==> config.mk <==
export PLATFORM = sky130hd
export DESIGN_NAME = eeprom_i2c_engine
export DESIGN_NICKNAME = d
export VERILOG_FILES = /design/src/rtl/eeprom_i2c_engine.sv
export SDC_FILE = /design/constraint.sdc
export NUM_CORES = 1
export LEC_CHECK = 0
export BUFFER_PORTS_ARGS = -buffer_cell sky130_fd_sc_hd__buf_2
export CORE_MARGIN = 5
export CORE_UTILIZATION = 45
export CTS_BUF_LIST = sky130_fd_sc_hd__clkbuf_16
export CTS_CLUSTER_DIAMETER = 60
export CTS_CLUSTER_SIZE = 30
export DETAILED_ROUTE_END_ITERATION = 7
export SYNTH_ARGS = -nofsm -noshare
export SYNTH_HDL_FRONTEND = slang
export SYNTH_SLANG_ARGS = --single-unit
export TNS_END_PERCENT = 30
==> constraint.sdc <==
create_clock -name clk -period 3.1 [get_ports clk]
set_clock_uncertainty 0.2 [all_clocks]
set_input_delay 0.155 -clock clk [delete_from_list [all_inputs] [get_ports clk]]
set_output_delay 0.155 -clock clk [all_outputs]
set_load 0.01 [all_outputs]
==> src/rtl/eeprom_i2c_engine.sv <==
// Bit-level I2C master running one 24Cxx random-address write or read per start pulse.
// SCL comes from a quarter-period clock enable on clk; SDA is open-drain via sda_oe.
module eeprom_i2c_engine #(
  parameter int unsigned CLK_DIV  = 125,
  parameter logic [6:0]  DEV_ADDR = 7'h50
) (
  input  logic       clk,
  input  logic       reset_l,
  input  logic       start,
  input  logic       rw,
  input  logic [7:0] nbytes,
  input  logic [7:0] addr_hi,
  input  logic [7:0] addr_lo,
  input  logic [7:0] write_data,
  output logic       tx_data_req,
  output logic [7:0] read_data,
  output logic       rx_data_ready,
  output logic       busy,
  output logic       completed,
  output logic       nack_err,
  output logic       scl,
  output logic       sda_oe,
  input  logic       sda_in
);

  // state  | meaning
  // IDLE, DONE         | waiting / one-cycle completion
  // START, RSTART, STOP| bus conditions, 4 ticks each
  // DEV_W..RDATA       | byte states: 8 data bits + ACK, 36 ticks
  localparam logic [3:0] S_IDLE   = 4'd0;
  localparam logic [3:0] S_START  = 4'd1;
  localparam logic [3:0] S_DEV_W  = 4'd2;
  localparam logic [3:0] S_ADDR_H = 4'd3;
  localparam logic [3:0] S_ADDR_L = 4'd4;
  localparam logic [3:0] S_WDATA  = 4'd5;
  localparam logic [3:0] S_RSTART = 4'd6;
  localparam logic [3:0] S_DEV_R  = 4'd7;
  localparam logic [3:0] S_RDATA  = 4'd8;
  localparam logic [3:0] S_STOP   = 4'd9;
  localparam logic [3:0] S_DONE   = 4'd10;

  localparam logic [9:0] DIV_LAST = 10'(CLK_DIV - 1);

  logic [3:0] state;
  logic [3:0] next_after_byte;
  logic [1:0] qtr;
  logic [3:0] bit_idx;
  logic [9:0] div_cnt;
  logic       tick;
  logic       sda_meta;
  logic       sda_sync;
  logic [7:0] shift;
  logic [7:0] bytes_left;
  logic [7:0] addr_hi_r;
  logic [7:0] addr_lo_r;
  logic [7:0] rd_hold;
  logic [7:0] byte_src;
  logic       rw_r;
  logic       slave_nack;
  logic       byte_state;

  always_ff @(posedge clk or negedge reset_l) begin
    if (!reset_l) begin
      sda_meta <= 1'b1;
      sda_sync <= 1'b1;
    end else begin
      sda_meta <= sda_in;
      sda_sync <= sda_meta;
    end
  end

  always_ff @(posedge clk or negedge reset_l) begin
    if (!reset_l)
      div_cnt <= '0;
    else if (!busy || div_cnt == DIV_LAST)
      div_cnt <= '0;
    else
      div_cnt <= div_cnt + 10'd1;
  end

  assign tick       = busy && (div_cnt == DIV_LAST);
  assign byte_state = state inside {S_DEV_W, S_ADDR_H, S_ADDR_L, S_WDATA, S_DEV_R, S_RDATA};

  assign tx_data_req   = tick && (state == S_WDATA) && (qtr == 2'd0) && (bit_idx == 4'd0);
  assign rx_data_ready = tick && (state == S_RDATA) && (qtr == 2'd2) && (bit_idx == 4'd7);
  assign read_data     = rx_data_ready ? {shift[6:0], sda_sync} : rd_hold;
  assign completed     = (state == S_DONE);

  always_comb begin
    byte_src = shift;
    case (state)
      S_DEV_W:  byte_src = {DEV_ADDR, 1'b0};
      S_ADDR_H: byte_src = addr_hi_r;
      S_ADDR_L: byte_src = addr_lo_r;
      S_WDATA:  byte_src = write_data;
      S_DEV_R:  byte_src = {DEV_ADDR, 1'b1};
      default:  byte_src = shift;
    endcase
  end

  // Any slave NACK diverts to STOP; RDATA acks are ours, so only the count matters there.
  always_comb begin
    next_after_byte = S_STOP;
    case (state)
      S_DEV_W:  if (!slave_nack) next_after_byte = S_ADDR_H;
      S_ADDR_H: if (!slave_nack) next_after_byte = S_ADDR_L;
      S_ADDR_L: if (!slave_nack && bytes_left != 8'd0)
                  next_after_byte = rw_r ? S_RSTART : S_WDATA;
      S_WDATA:  if (!slave_nack && bytes_left != 8'd1) next_after_byte = S_WDATA;
      S_DEV_R:  if (!slave_nack) next_after_byte = S_RDATA;
      S_RDATA:  if (bytes_left != 8'd1) next_after_byte = S_RDATA;
      default:  next_after_byte = S_STOP;
    endcase
  end

  always_ff @(posedge clk or negedge reset_l) begin
    if (!reset_l) begin
      state      <= S_IDLE;
      qtr        <= '0;
      bit_idx    <= '0;
      shift      <= '0;
      bytes_left <= '0;
      addr_hi_r  <= '0;
      addr_lo_r  <= '0;
      rd_hold    <= '0;
      rw_r       <= 1'b0;
      slave_nack <= 1'b0;
      busy       <= 1'b0;
      nack_err   <= 1'b0;
      scl        <= 1'b1;
      sda_oe     <= 1'b0;
    end else if (state == S_IDLE) begin
      if (start) begin
        state      <= S_START;
        busy       <= 1'b1;
        nack_err   <= 1'b0;
        rw_r       <= rw;
        bytes_left <= nbytes;
        addr_hi_r  <= addr_hi;
        addr_lo_r  <= addr_lo;
        qtr        <= '0;
        bit_idx    <= '0;
      end
    end else if (state == S_DONE) begin
      state <= S_IDLE;
    end else if (tick) begin
      qtr <= qtr + 2'd1;
      if (byte_state) begin
        case (qtr)
          2'd0: begin
            scl <= 1'b0;
            if (bit_idx == 4'd8)
              sda_oe <= (state == S_RDATA) && (bytes_left != 8'd1);
            else if (state == S_RDATA)
              sda_oe <= 1'b0;
            else if (bit_idx == 4'd0) begin
              shift  <= byte_src;
              sda_oe <= ~byte_src[7];
            end else
              sda_oe <= ~shift[7];
          end
          2'd1: scl <= 1'b1;
          2'd2: begin
            if (bit_idx != 4'd8)
              shift <= {shift[6:0], sda_sync};
            else if (state != S_RDATA) begin
              slave_nack <= sda_sync;
              if (sda_sync) nack_err <= 1'b1;
            end
            if (rx_data_ready) rd_hold <= {shift[6:0], sda_sync};
          end
          default: begin
            scl <= 1'b0;
            if (bit_idx != 4'd8)
              bit_idx <= bit_idx + 4'd1;
            else begin
              bit_idx <= '0;
              if (state == S_WDATA || state == S_RDATA) bytes_left <= bytes_left - 8'd1;
              state <= next_after_byte;
            end
          end
        endcase
      end else begin
        case (qtr)
          2'd0: begin
            scl    <= 1'b0;
            sda_oe <= (state == S_STOP);
          end
          2'd1: scl <= 1'b1;
          2'd2: sda_oe <= (state != S_STOP);
          default: begin
            if (state == S_STOP) begin
              state <= S_DONE;
              busy  <= 1'b0;
            end else begin
              scl   <= 1'b0;
              state <= (state == S_START) ? S_DEV_W : S_DEV_R;
            end
          end
        endcase
      end
    end
  end

endmodule

==> impl_metrics.py, run 1 <==
metrics = {
    "die": {
        "fp.dieArea_um2": 10950,
        "rows": 34,
        "core_area_um2": 8721,
        "ios": 52,
        "initial_core_util_pct": 46.21,
        "die_w_um": 104.6,
        "die_h_um": 104.6,
    },
    "yosys": {
        "synthXorXnorAreaFrac_pct": 1.956,
        "synth.distinct_cells": 76,
        "syn_area_per_cell_um2": 9.351,
        "yosys.area.top_type": "dfrtp_1",
        "synthMuxAreaShare_pct": 7.234,
        "synth.top_cell.area_share_pct": 40.36,
        "yosysWarningCount": 0,
        "ys_top_cells_by_area": "dfrtp_1 40%, nand2_1 7.5%, mux2_2 5.3%",
        "synth_edf_count": 0,
        "synthSimpleGateAreaFrac_pct": 23.44,
        "yosys.area_share.adder_pct": 3.415,
        "syn_inst": 431,
        "synth_top_family_by_area": "simple AND/OR/NAND/NOR gates",
        "synth_ff_type": "dfrtp_1",
        "yosysSeqAreaShare_pct": 42.32,
        "synth_seq_cells": 68,
        "synth-compound-area-share_pct": 17.26,
        "syn_nets": 479,
        "mappedNetlistArea_um2": 4030,
        "synth-async-reset-ratio_pct": 100.0,
    },
    "sta": {
        "period_minus_slack_ns": 2.927,
        "setup_viol": 0,
        "finalSetupTns_ns": 0,
        "finalMaxSlewViolations": 0,
        "fin_crit_sh_pct": 94.41,
        "hold_viol_final": 0,
        "slew_headroom_pct": 41.84,
        "fmax_mhz": 341.7,
        "worst_pin_slew_ns": 0.8724,
        "rsz0062_at_grt": "no",
        "whs_ns": 0.1217,
    },
    "pwr": {
        "ir_drop_mv": 0.2632,
        "leakagePower_nw": 2.329,
        "p_total_mw": 2.079,
        "p_per_area_nw_per_um2": 415.5,
    },
    "global_route": {
        "grt_overflow": 0,
        "grt_pass1_vias": 3539,
        "grt_usage_pct": 19.25,
        "grt_pass1_wl_um": 17350,
        "grt_max_degree": 69,
        "antenna_found_initial": 0,
    },
    "setup_path": {
        "worstPathRequired_ns": 2.74,
        "critPathLaunchType": "flip-flop",
        "critPathArrivalTime_ns": 2.57,
        "path_max_fanout": 27,
        "path_class": "flip-flop to output pin",
        "cp-end-kind": "output pin",
        "reg2reg_slack_ns": 0.42,
    },
    "clocking": {
        "clock_latency_ns": 0.33,
        "path_clk_slew_ns": 0.06,
        "cts_tree": "done",
        "cts-root-buf": "clkbuf_16",
        "clkSinkCount": 68,
        "cts_resized": 0,
        "cts_made_buffers": 9,
        "cts_max_path_buffers": 2,
        "htree_levels": 3,
    },
    "routing": {
        "drtPass1Iterations": 7,
        "drt-initial-drc-count": 214,
        "wl_um": 10160,
        "vias": 3463,
        "via_per_inst": 5.550,
        "drc": 0,
        "wl_per_cell_um": 16.29,
        "ant_nets": 0,
    },
    "finish": {
        "drive_gt1_share_pct": 22.67,
        "nets": 559,
        "syn2layout_area_growth_pct": 24.15,
        "stdcell_count": 624,
        "antenna_cells": 0,
    },
    "placement": {
        "place_hpwl_um": 6967,
        "dp.cells": 581,
        "numPortBuffers": 51,
        "gp_congestion": 0.9144,
    },
    "min_path": {
        "hold_path.class": "input pin to flip-flop",
    },
    "job": {
        "max_cap_violations": 0,
    },
    "status": {
        "status": "finished, final reports clean",
    },
}
==> stage by stage <==
| stage | worst slack (ns) | utilization [%] | instance area [um2] |
|---|---|---|---|
| after CTS | 0.1329 | 57.37 | 5004 |
| after global placement | 0.4731 | 50.56 | 4409 |
| after detailed placement | 0.4736 | 50.56 | 4409 |
| final | 0.1733 | 57.37 | 5004 |
| after global routing | 0.01543 | 57.37 | 5004 |
| after floorplan | 0.8229 | - | 4030 |
==> flip-flops by register name, summed over array words and instances (netlist names), 2 cells and up <==
| name | cells |
|---|---|
| shift | 8 |
| bytes_left | 8 |
| div_cnt | 10 |
| qtr | 2 |
| addr_hi_r | 8 |
| state | 4 |
| addr_lo_r | 8 |
| bit_idx | 4 |
| rd_hold | 8 |
==> power breakdown <==
part	internal [mW]	leakage (nW)	switching [mW]
combinational	0.0398	1.29	0.0285
sequential	0.890	0.884	0.00126
clock	0.708	0.156	0.411
total	1.64	2.33	0.441
==> path summary, 6_finish.rpt <==
kind	from	to	depth (start not counted)
max	state[1]	read_data[6]	5
min	write_data[1]	shift[1]	4
max reg2reg	state[2]	sda_oe	5
min reg2reg	sda_meta	sda_sync	0
max in group asynchronous	reset_l	rw_r	3
min in group asynchronous	reset_l	bytes_left[3]	3
==> worst max-delay path: stages, from the launching register on <==
cell and delay (ns):
dfrtp_1 0.69, nor4b_4 0.39, nand4_1 0.23, nor2_4 0.40
mux2_2 0.38, buf_2 0.14
==> what timing repair did <==
| action | in CTS | in global routing |
|---|---|---|
| hold buffers | 27 | 0 |
| setup buffers | 0 | 0 |
| hold endpoints to repair | 91 | 0 |
| endpoints found under the setup margin | 0 | 1 |
==> cell usage in the layout (no fill, tap or decap), drive strengths merged, types with 3 or more instances in the layout <==
cell / instances
dlygate4sd3: 27
a222oi: 5
o41ai: 4
xnor2: 5
dfstp: 3
nand4: 5
a2bb2oi: 3
a21oi: 20
clkbuf: 9
nor2b: 6
nand3b: 5
nor3: 12
nand2b: 6
nor4: 5
o21ai: 24
nor4b: 3
clkinv: 3
o31ai: 5
or3: 4
nand2: 81
buf: 65
a31oi: 4
dfrtp: 65
ha: 11
xor2: 4
inv: 17
nand3: 7
mux2: 25
nor2: 30
o22ai: 8
==> layer usage <==
| layer | global-route usage, % | vias to the layer above | wire length, um |
|---|---|---|---|
| li1 | - | 1717 | - |
| met1 | 25.47 | 1639 | 4714 |
| met2 | 31.40 | 91 | 4842 |
| met3 | 4.192 | 16 | 377 |
| met4 | 6.484 | 0 | 229 |
| met5 | 0 | - | 0 |
==> final cells by class <==
cell class,count,area [um2]
clock inverters,7,98.84
multi-input cells,324,2148
flip-flops and latches,68,1705
repair buffers,92,630.6
clock buffers,9,225.2
inverters,16,60.06
fillers,770,3717
well taps,108,135.1
==> kinds of logic after synthesis <==
logic type	Yosys count
AOI/OAI and AO/OA	98
xor gates and xnor gates	9
adders and majority gates	11
buffers and inverters	39
DFF	68
muxes	26
and+or+nand+nor	180
==> synth_stat cells, drive strengths merged, types with 3 or more instances <==
| master | number |
|---|---|
| nor4 | 5 |
| nor3 | 12 |
| inv | 16 |
| nor2 | 30 |
| nand4 | 5 |
| a31oi | 4 |
| nand3 | 7 |
| clkbuf | 12 |
| o21ai | 24 |
| nand2b | 6 |
| dfrtp | 65 |
| dfstp | 3 |
| xor2 | 4 |
| o41ai | 4 |
| ha | 11 |
| o22ai | 8 |
| nand3b | 5 |
| a222oi | 5 |
| a2bb2oi | 3 |
| buf | 11 |
| nor2b | 6 |
| o31ai | 5 |
| xnor2 | 5 |
| a21oi | 20 |
| nand2 | 81 |
| nor4b | 3 |
| mux2 | 25 |
| or3 | 4 |
Power figures use the tool's default switching activity.
==> inputs of run 2 (changes only) <==
ABC_AREA = 1   (was unset)
==> impl_metrics.py, run 2 <==
metrics = {
    "sta": {
        "finalMaxSlewViolations": 0,
        "setup_viol": 0,
        "fin_crit_sh_pct": 86.16,
        "hold_viol_final": 0,
        "fmax_mhz": 374.4,
        "period_minus_slack_ns": 2.671,
        "rsz0062_at_grt": "no",
        "worst_pin_slew_ns": 0.8704,
        "finalSetupTns_ns": 0,
        "slew_headroom_pct": 41.97,
        "whs_ns": 0.09814,
    },
    "clocking": {
        "clock_latency_ns": 0.33,
        "cts_tree": "done",
        "cts_setup_buffers": 0,
        "cts-root-buf": "clkbuf_16",
        "cts_max_path_buffers": 2,
        "clkSinkCount": 68,
        "htree_levels": 3,
        "path_clk_slew_ns": 0.06,
        "hold_buffers": 27,
        "cts_made_buffers": 9,
        "cts_resized": 0,
    },
    "finish": {
        "regArea_um2": 1705,
        "syn2layout_area_growth_pct": 23.76,
        "multi_input_area_um2": 2074,
        "fillers": 867,
        "final_common_cell": "nand2_1",
        "stdcell_count": 705,
        "nets": 640,
        "largest_reg_flops": 10,
        "final_core_utilization_pct": 57.17,
        "layout_common_cells": "140 x nand2_1, 65 x dfrtp_1, 63 x nor2_1, 51 x buf_2, 43 x inv_1",
        "antenna_cells": 0,
        "largest_register": "div_cnt",
        "drive_gt1_share_pct": 21.11,
    },
    "setup_path": {
        "reg2reg_slack_ns": 0.76,
        "critPathLaunchType": "flip-flop",
        "worstPathRequired_ns": 2.74,
        "path_class": "flip-flop to output pin",
        "r2r_start": "state[2]",
        "cp-end-kind": "output pin",
        "reg2reg_to": "bit_idx[2]",
        "path_max_fanout": 21,
        "rr_worst_depth": 8,
        "critPathArrivalTime_ns": 2.32,
        "slowest_delay_ns": 0.40,
        "critical_path.cell_chain": "inv_1 > ha_1 > nand2_1 > nor2_1 > nand4_2 > inv_1 > nand2_1 > o21ai_0 > buf_2",
        "critical_path.slowest_cell": "dfrtp_1",
    },
    "yosys": {
        "synth_ff_type": "dfrtp_1",
        "synth_commonest_cells": "140 x nand2_1, 65 x dfrtp_1, 63 x nor2_1, 43 x inv_1, 41 x nand3_1",
        "syn_area_per_cell_um2": 7.869,
        "yosysMostFrequentCell": "nand2_1",
        "syn_nets": 560,
        "yosys.area.top_type": "dfrtp_1",
        "yosysWarningCount": 0,
        "synth-async-reset-ratio_pct": 100.0,
        "synthMuxAreaShare_pct": 4.752,
        "synth.distinct_cells": 39,
        "syn_inst": 512,
        "yosysSeqAreaShare_pct": 42.33,
        "synth.top_cell.area_share_pct": 40.37,
        "synth_top_family_by_area": "simple AND/OR/NAND/NOR gates",
        "ys_top_cells_by_area": "dfrtp_1 40%, nand2_1 13%, nor2_1 5.9%",
        "yosys.area_share.adder_pct": 3.416,
        "synthXorXnorAreaFrac_pct": 1.304,
        "synth_edf_count": 0,
        "mappedNetlistArea_um2": 4029,
        "synth-compound-area-share_pct": 8.137,
        "synthSimpleGateAreaFrac_pct": 33.88,
        "synth_seq_cells": 68,
    },
    "die": {
        "ios": 52,
        "die_w_um": 104.6,
        "rows": 34,
        "initial_core_util_pct": 46.20,
        "core_area_um2": 8721,
        "die_h_um": 104.6,
        "fp.dieArea_um2": 10950,
    },
    "global_route": {
        "grt_pass1_vias": 3472,
        "antenna_found_initial": 0,
        "grt_usage_pct": 18.02,
        "grt_overflow": 0,
        "grt_max_degree": 69,
        "grt_pass1_wl_um": 16290,
    },
    "routing": {
        "drc": 0,
        "wl_per_cell_um": 13.30,
        "vias": 3553,
        "drtPass1Iterations": 5,
        "drt-initial-drc-count": 142,
        "wl_um": 9378,
        "ant_nets": 0,
        "via_per_inst": 5.040,
    },
    "min_path": {
        "hold_path.class": "input pin to flip-flop",
        "hp-start": "write_data[6]",
        "hold_path_end": "shift[6]",
        "whs_path_depth": 7,
    },
    "placement": {
        "dp.cells": 662,
        "numPortBuffers": 51,
        "place_hpwl_um": 6716,
        "gp_congestion": 0.8820,
    },
    "status": {
        "status": "finished, final reports clean",
    },
    "job": {
        "max_cap_violations": 0,
    },
    "pwr": {
        "leakagePower_nw": 2.650,
        "ir_drop_mv": 0.2464,
        "p_per_area_nw_per_um2": 424.9,
    },
}
[run 2: changes by cell type after synthesis, sizes merged, moves of 6 or more]
cell	before	now
nand2	81	157
nor2	30	74
nand3	7	42
inv	16	50
o21ai	24	45
a21oi	20	10
nor3	12	3
clkbuf	12	4
mux2	25	17
o22ai	8	1
nand2b	6	0
nor2b	6	0
[run 2: critical path, delay by kind of cell, from the launching register on]
| kind | cells | cell delay, ns |
|---|---|---|
| buf+inv | 3 | 0.36 |
| flops | 1 | 0.40 |
| fa+ha+maj | 1 | 0.14 |
| compound gates | 1 | 0.30 |
| simple gates | 4 | 0.80 |
[run 2: stage by stage]
stage	setup slack [ns]	instance area, um2	power [mW]
detailed placement	0.7503	4375	0.9518
global placement	0.8057	4375	0.9515
floorplan	1.178	4029	0.9086
finish	0.4292	4986	2.119
CTS	0.3704	4986	2.146
global route	0.1494	4986	2.198
[run 2: cell type report]
| class | count | share of cell area (%) |
|---|---|---|
| Sequential cell | 68 | 34.20 |
| Inverter | 50 | 3.814 |
| Clock buffer | 9 | 4.517 |
| Multi-Input combinational cell | 383 | 41.61 |
| Clock inverter | 7 | 2.309 |
| Tap cell | 108 | 2.710 |
| Timing Repair Buffer | 80 | 10.84 |
[run 2: worst max path at each step]
stage                           from           end  slack [ns]  cells after the start
after global placement    div_cnt[0]  read_data[6]        0.81                      9
final                     div_cnt[0]  read_data[6]        0.43                      9
after CTS                 div_cnt[0]  read_data[6]        0.37                      9
after floorplan               qtr[0]  read_data[0]        1.18                      8
after detailed placement  div_cnt[0]  read_data[6]        0.75                      9
after global routing      div_cnt[0]  read_data[4]        0.15                     11
[run 2: per-layer routing]
layer / track usage [%] / up-vias / share of wire, % / wire length [um]
met5: 0 / - / 0 / 0
met4: 4.566 / 0 / 1.2 / 112
met3: 4.686 / 12 / 4.7 / 440
met2: 28.46 / 76 / 46 / 4269
met1: 24.80 / 1652 / 49 / 4556
li1: - / 1813 / - / -
[run 2: cells by family after synthesis]
family | after synthesis
adder cells (fa/ha/maj) | 11
flip-flops | 68
multiplexers | 17
XOR/XNOR | 6
AND/OR/NAND/NOR | 289
buffers and inverters | 61
AO/OA/AOI/OAI | 60
[run 2: power breakdown]
part / switching [mW] / internal, mW / leakage [nW]
Combinational: 0.0295 / 0.0393 / 1.63
Clock: 0.376 / 0.782 / 0.163
Sequential: 0.000765 / 0.891 / 0.857
Total: 0.407 / 1.71 / 2.65
==> inputs of run 3 (changes only) <==
ABC_AREA = unset   (was 1)
CORE_ASPECT_RATIO = 2   (was unset)
clock period = 2.5 ns   (was 3.1 ns; I/O delays follow)
==> impl_metrics.py, run 3 (synthesized netlist as in run 1, its figures left out) <==
metrics = {
    "status": {
        "status": "finished, violations left",
        "failed_checks": "negative setup slack",
    },
    "finish": {
        "largest_register": "div_cnt",
        "antenna_cells": 0,
        "stdcell_count": 652,
        "layout_common_cells": "81 x nand2_1, 64 x dfrtp_1, 43 x buf_2, 43 x buf_4, 29 x nor2_1",
        "syn2layout_area_growth_pct": 33.78,
        "multi_input_area_um2": 2211,
        "fillers": 719,
        "drive_gt1_share_pct": 29.27,
        "final_common_cell": "nand2_1",
        "regArea_um2": 1707,
        "design_area_um2": 5391,
        "largest_reg_flops": 10,
        "final_core_utilization_pct": 60.65,
        "nets": 593,
    },
    "global_route": {
        "grt_max_degree": 43,
        "grt_overflow": 0,
        "grt_usage_pct": 22.14,
        "grt_pass1_wl_um": 19210,
        "grt_pass1_vias": 3911,
        "antenna_found_initial": 0,
    },
    "clocking": {
        "cts_tree": "done",
        "cts-root-buf": "clkbuf_16",
        "cts_made_buffers": 9,
        "path_clk_slew_ns": 0.06,
        "clock_latency_ns": 0.35,
        "cts_max_path_buffers": 2,
        "htree_levels": 3,
        "clkSinkCount": 68,
    },
    "sta": {
        "slew_headroom_pct": 55.56,
        "fin_crit_sh_pct": 105.2,
        "fmax_mhz": 380.1,
        "setup_viol": 8,
        "rsz0062_at_grt": "yes",
        "finalMaxSlewViolations": 0,
        "hold_viol_final": 0,
        "period_minus_slack_ns": 2.631,
        "worst_pin_slew_ns": 0.6667,
        "fin_ws_ns": -0.1311,
    },
    "setup_path": {
        "critical_path.slowest_cell": "dfrtp_1",
        "rr_worst_depth": 8,
        "critPathArrivalTime_ns": 2.31,
        "path_max_fanout": 7,
        "critPathLaunchType": "flip-flop",
        "critical_path.cell_chain": "nor4b_4 > nand4_1 > nor2_4 > clkbuf_16 > mux2_4 > buf_6",
        "slowest_delay_ns": 0.48,
        "worstPathRequired_ns": 2.17,
        "cp-end-kind": "output pin",
        "path_class": "flip-flop to output pin",
    },
    "min_path": {
        "hold_path.class": "input pin to flip-flop",
        "whs_path_depth": 4,
    },
    "routing": {
        "via_per_inst": 5.739,
        "wl_per_cell_um": 17.98,
        "vias": 3742,
        "ant_nets": 0,
        "drc": 0,
        "drtPass1Iterations": 5,
        "wl_um": 11730,
        "drt-initial-drc-count": 288,
    },
    "job": {
        "max_cap_violations": 0,
    },
    "pwr": {
        "ir_drop_mv": 0.5730,
        "leakagePower_nw": 2.505,
        "p_total_mw": 2.460,
        "p_per_area_nw_per_um2": 456.2,
    },
    "placement": {
        "place_ws_ns": 0.07398,
        "numPortBuffers": 51,
        "place_area_um2": 4612,
        "gp_congestion": 0.9492,
        "dp.cells": 598,
        "place_hpwl_um": 8349,
    },
    "die": {
        "die_h_um": 143.8,
        "initial_core_util_pct": 45.33,
        "fp.dieArea_um2": 11060,
        "rows": 49,
        "ios": 52,
        "core_area_um2": 8890,
        "die_w_um": 76.92,
    },
}
[run 3: cell count changes in the layout (fill, tap and decap cells not counted), sizes merged, moves of 9 or more]
cell / change
nor2: -44
inv: -33
o21ai: -21
nor3: +9
nand3: -35
a21oi: +10
nand2: -76
buf: +45
[run 3: final timing paths]
kind	start	to	slack [ns]
hold / removal	write_data[3]	shift[3]	0.06
min in group asynchronous	reset_l	bytes_left[3]	0.14
max in group asynchronous	reset_l	sda_meta	1.24
setup reg to reg	state[2]	rd_hold[4]	0.01
setup / recovery	state[2]	read_data[1]	-0.13
hold reg to reg	sda_meta	sda_sync	0.15
[run 3: critical path, delay by kind of cell, from the launching register on]
kind          cells  cell delay [ns]
simple gates      3             0.88
flops             1             0.48
mux               1             0.30
buf+inv           2             0.29
[run 3: per-layer routing]
layer / up-vias / part of all wire, % / global-route usage [%]
met5: - / 0 / 0
met4: 0 / 5.0 / 14.93
li1: 1778 / - / -
met3: 43 / 3.4 / 3.639
met2: 113 / 56 / 40.39
met1: 1808 / 36 / 22.73
[run 3: area by class of cell]
class                      count  share of cell area [%]
tap                          102                   2.367
timing repair buffer         126                   18.45
sequential                    68                   31.65
inverter                      16                   1.114
multi-input combinational    324                   41.01
clock inverter                 7                   1.230
clock buffer                   9                   4.177
[run 3: what timing repair did]
action                                  CTS  global route
hold buffers                             27             0
endpoints found under the setup margin    8            26
resized for setup                         6            20
hold endpoints to repair                 52             0
cloned                                    0             1
setup buffers                             6             4
pin swaps                                 2             2
[run 3: through the flow]
stage	hold slack [ns]	setup TNS, ns
after floorplan	-0.3706	0
after global placement	-0.01667	0
after detailed placement	-0.01159	0
after CTS	0.05851	-0.6370
after global routing	0.1234	-1.606
final	0.05971	-0.9617
[run 3: power by group]
part / total, mW / switching [mW] / internal, mW
combinational: 0.0884 / 0.0369 / 0.0515
clock: 1.27 / 0.500 / 0.766
sequential: 1.11 / 0.00167 / 1.10
total: 2.46 / 0.538 / 1.92
